<file path="src/rtl/ahb_rr_arbiter.sv">
`default_nettype none
// ============================================================================
// Module   : ahb_rr_arbiter
// Brief    : Round-robin AHB bus arbiter with locked tenures, beat-limited
//            unlocked tenures and an error-recovery state. The optional
//            default-master parking feature is enabled with ARB_PARK_EN.
// Revision : 1.0
// ============================================================================
module ahb_rr_arbiter #(
   parameter int NUM_MASTERS = 4,
   parameter int MAX_BEATS   = 16,
   localparam int MW = (NUM_MASTERS > 1) ? $clog2(NUM_MASTERS) : 1
) (
   input  logic                   hclk,
   input  logic                   hreset,
   input  logic [NUM_MASTERS-1:0] hbusreq,
   input  logic [NUM_MASTERS-1:0] hlock,
   input  logic                   hready,
   input  logic                   hresp,
   output logic [NUM_MASTERS-1:0] hgrant,
   output logic [MW-1:0]          hmaster,
   output logic                   hmastlock
);

   localparam int BW = (MAX_BEATS > 1) ? $clog2(MAX_BEATS) : 1;
   localparam logic [BW-1:0] BEAT_LAST = BW'(MAX_BEATS - 1);
   localparam logic [MW-1:0] LAST_INIT = MW'(NUM_MASTERS - 1);
`ifdef ARB_PARK_EN
   localparam logic [NUM_MASTERS-1:0] IDLE_GRANT = NUM_MASTERS'(1);
   localparam logic                   PARK       = 1'b1;
`else
   localparam logic [NUM_MASTERS-1:0] IDLE_GRANT = '0;
   localparam logic                   PARK       = 1'b0;
`endif

   typedef enum logic [1:0] {
      IDLE = 2'd0,
      OWN  = 2'd1,
      LOCK = 2'd2,
      ERR  = 2'd3
   } state_t;

   state_t                 state;
   logic [BW-1:0]          beat_cnt;
   logic [MW-1:0]          last_owner;
   logic [MW-1:0]          arb_idx;
   logic [MW-1:0]          cand;
   logic                   arb_found;
   logic                   others_req;
   logic                   arb_edge;
   logic [NUM_MASTERS-1:0] owner_oh;
   logic [NUM_MASTERS-1:0] arb_oh;

   // Scan farthest-to-nearest so the last hit is the first requester after last_owner.
   always_comb begin
      int sum;
      sum       = 0;
      arb_found = 1'b0;
      arb_idx   = last_owner;
      cand      = last_owner;
      for (int i = NUM_MASTERS; i >= 1; i--) begin
         sum = int'(last_owner) + i;
         if (sum >= NUM_MASTERS) begin
            sum = sum - NUM_MASTERS;
         end
         cand = MW'(sum);
         if (hbusreq[cand]) begin
            arb_found = 1'b1;
            arb_idx   = cand;
         end
      end
   end

   always_comb begin
      owner_oh             = '0;
      owner_oh[last_owner] = 1'b1;
      arb_oh               = '0;
      arb_oh[arb_idx]      = 1'b1;
      others_req           = |(hbusreq & ~owner_oh);
      arb_edge = (state == IDLE)
              || (state == OWN  && !hresp && !hlock[last_owner]
                  && (!hbusreq[last_owner] || (beat_cnt == BEAT_LAST && others_req)))
              || (state == LOCK && !hresp && !hlock[last_owner]);
   end

   always_ff @(posedge hclk or posedge hreset) begin
      if (hreset) begin
         state      <= IDLE;
         hgrant     <= IDLE_GRANT;
         hmaster    <= '0;
         hmastlock  <= 1'b0;
         beat_cnt   <= '0;
         last_owner <= LAST_INIT;
      end else if (hready) begin
         if ((state == OWN || state == LOCK) && hresp) begin
            // last_owner stays on the erroring master so the next search skips it
            state     <= ERR;
            hgrant    <= '0;
            hmastlock <= 1'b0;
         end else if (arb_edge) begin
            if (arb_found) begin
               hgrant     <= arb_oh;
               hmaster    <= arb_idx;
               last_owner <= arb_idx;
               beat_cnt   <= '0;
               if (hlock[arb_idx]) begin
                  state     <= LOCK;
                  hmastlock <= 1'b1;
               end else begin
                  state     <= OWN;
                  hmastlock <= 1'b0;
               end
            end else begin
               state     <= IDLE;
               hgrant    <= IDLE_GRANT;
               hmastlock <= 1'b0;
               if (PARK) begin
                  hmaster <= '0;
               end
            end
         end else begin
            case (state)
               OWN: begin
                  if (hlock[last_owner]) begin
                     state     <= LOCK;
                     hmastlock <= 1'b1;
                  end else if (beat_cnt != BEAT_LAST) begin
                     beat_cnt <= beat_cnt + 1'b1;
                  end
               end
               ERR: begin
                  state  <= IDLE;
                  hgrant <= IDLE_GRANT;
                  if (PARK) begin
                     hmaster <= '0;
                  end
               end
               default: begin
               end
            endcase
         end
      end
   end

endmodule
`default_nettype wire

</file>
<file path="config.mk">
export PLATFORM = sky130hd
export DESIGN_NAME = ahb_rr_arbiter
export DESIGN_NICKNAME = d
export VERILOG_FILES = /design/src/rtl/ahb_rr_arbiter.sv
export SDC_FILE = /design/constraint.sdc
export NUM_CORES = 1
export LEC_CHECK = 0
export ABC_AREA = 1
export CAP_MARGIN = 20
export CORE_UTILIZATION = 60
export DETAILED_ROUTE_END_ITERATION = 12
export DONT_BUFFER_PORTS = 1
export PLACE_DENSITY = 0.8
export SYNTH_ARGS = -nofsm -noshare
export SYNTH_HDL_FRONTEND = slang
export SYNTH_SLANG_ARGS = --single-unit
</file>
<file path="constraint.sdc">
create_clock -name hclk -period 4.4 [get_ports hclk]
set_clock_uncertainty 0.1 [all_clocks]
set_input_delay 0.44 -clock hclk [delete_from_list [all_inputs] [get_ports hclk]]
set_output_delay 0.44 -clock hclk [all_outputs]
set_load 0.02 [all_outputs]
</file>
==> reports/metrics.csv <==
metric;value;unit
first_pass_iters;4;
cts_root_buffer;clkbuf_4;
dp_slack;2.12;ns
fmax;0.433;GHz
pin_count;19;
die_y;48.6;µm
yosys-top-cells-area;dfrtp_1 (25%), nand2_1 (15%), nand3_1 (9.2%), ha_1 (8.7%), inv_1 (8.1%);
layout_commonest_cell;nand2_1;
area_delta_synth_final;4.52;%
hold_path_class;input port to flop;
synth_edf_count;0;
syn_nets;209;
rsz0062_at_grt;false;
slew_headroom;62.2;%
critPathLaunch;last_owner[0];
grtUsageTotal;25.0;%
layout_common_cells;nand2_1 (53), inv_1 (28), nand3_1 (24);
initial_core_util;65.0;%
ant_nets;0;
clk-insertion-delay-late;0.27;ns
die_x;48.6;µm
final.setup.worst_slack;2.09;ns
clk_pin_slew;0.09;ns
rows;16;
antenna_found_initial;0;
finalSetupViolCount;0;
wl;2.60;mm
cts_max_level;1;
ys_warn_count;0;
finalCritPeriodShare;52.5;%
cts_tree;done;
wl_per_cell;11.9;µm
synth_top_area_cell;dfrtp_1;
dr_total_vias;1157;
hold_depth;3;
drc_errors;0;
cp.arrival;2.39;ns
netlist_area;1300;µm²
period_minus_slack;2.31;ns
worstHoldStart;hready;
r2r_start;last_owner[0];
avgSynthCellArea;6.92;µm²
cts.repair.resized;0;
synth_seq_area_share;29.0;%
hold_viol;0;
synth_top_area_share;25.0;%
finalSetupTns;0;ns
grt_pass1_vias;1105;
ys_types;28;
power_density;837;nW/µm²
cts_sinks;15;
drt_iter0_drc;47;
cp-start-kind;flop;
critPathCaptureType;flop;
ir_drop;0.430;mV
antenna_cells;0;
status;finished, final reports clean;
core-area;2000;µm²
finalMaxSlewViolations;0;
cts_made_buffers;3;
syn_inst;188;
dieArea;2360;µm²
rr_worst_depth;14;
cap_violations;0;
cts_setup_buffers;0;
crit_type;flop to flop;
tightest_slew;0.567;ns
synth_seq_cells;15;
critPathRequiredTime;4.48;ns
grt_pass1_wl;4.66;mm
overflow;0;
nets;214;
viasPerCell;5.28;
synth-main-ff-cell;dfrtp_1;
portBuffers;0;
gp_congestion;0.950;
synth-async-reset-ratio;100;%
grt_max_degree;16;
power.static_leakage;0.741;nW
cp_max_fo;11;
cts_buffer_depth;2;
fillers;179;
place_hpwl;2.09;mm
drive_gt1_share;14.1;%
## power breakdown
group | leakage [nW] | internal [W] | total (W) | switching [W]
Clock | 0.0150 | 0.0000351 | 0.0000776 | 0.0000425
Combinational | 0.537 | 0.000254 | 0.000760 | 0.000506
Sequential | 0.189 | 0.000202 | 0.000301 | 0.0000988
## critical path, cell delays in order (launching register included)
cell and delay [ns]:
dfstp_2 0.70, inv_8 0.07, ha_1 0.32, nand3_1 0.14
nand2_1 0.07, inv_1 0.10, nand2_1 0.06, nand2_1 0.10
nand2_2 0.10, nand2_1 0.07, nand3_1 0.08, nand3_1 0.12
nand3_1 0.07, nand2_1 0.06, nand2_1 0.04
## cell type report
cell class	count	area [µm²]	area share [%]
Tap cell	27	33.8	2.48
Timing Repair Buffer	1	10.0	0.736
Multi-Input combinational cell	139	778	57.2
Inverter	33	134	9.84
Sequential cell	15	378	27.8
Clock buffer	4	26.3	1.93
## flip-flops by register name, summed over array words and instances, names as in the netlist
signal      flops
beat_cnt        4
hgrant          4
hmastlock       1
hmaster         2
state           2
last_owner      2
## metrics by stage
step	total power [W]	area (µm²)	hold WS (ns)	cells	utilization [%]
final	0.00114	1360	0.298	219	67.9
after global placement	0.00102	1320	0.296	214	66.1
after floorplan	0.000925	1300	0.240	188	-
after CTS	0.00114	1360	0.290	219	67.9
after detailed placement	0.00105	1320	0.311	214	66.1
after global routing	0.00127	1360	0.316	219	67.9
## synthesized netlist by cell type, types with 2 or more instances
cell	count
inv_2	3
dfrtp_1	13
dfstp_2	2
nand2_2	5
xor2_1	2
o21ai_0	10
nor2_1	13
o21ai_1	5
nand4_1	3
nand2_4	3
inv_1	28
nand3_2	2
ha_1	9
nand2_1	53
nand3_1	24
## logic make-up (layout without fill, tap and decap cells)
| kind of cell | after synthesis | count (layout) | synth area share [%] |
|---|---|---|---|
| and+or+nand+nor | 105 | 105 | 37.6 |
| buffers and inverters | 34 | 38 | 11.2 |
| AOI/OAI and AO/OA | 23 | 23 | 12.2 |
| DFF | 15 | 15 | 29.0 |
| adders and majority gates | 9 | 9 | 8.65 |
| xor gates and xnor gates | 2 | 2 | 1.35 |
## what timing repair did
action,4_1_cts,5_1_grt
hold buffers,1,0
setup endpoints to repair,0,0
endpoints found under the hold margin,6,0
## path summary, 6_finish.rpt
path | slack, ns | to
worst max-delay path | 2.09 | state[1]
worst min-delay path | 0.30 | hmastlock
worst max register to register | 2.09 | state[1]
worst min register to register | 0.43 | beat_cnt[3]
max in group asynchronous | 3.27 | last_owner[1]
min in group asynchronous | 0.55 | hgrant[0]
## layer usage
metal	vias up	global-route usage, %	wire [µm]
li1	598	-	-
met1	522	35.3	1260
met2	33	40.4	1200
met3	4	3.77	110
met4	0	5.88	31
met5	-	0	0
Power figures use the tool's default switching activity.
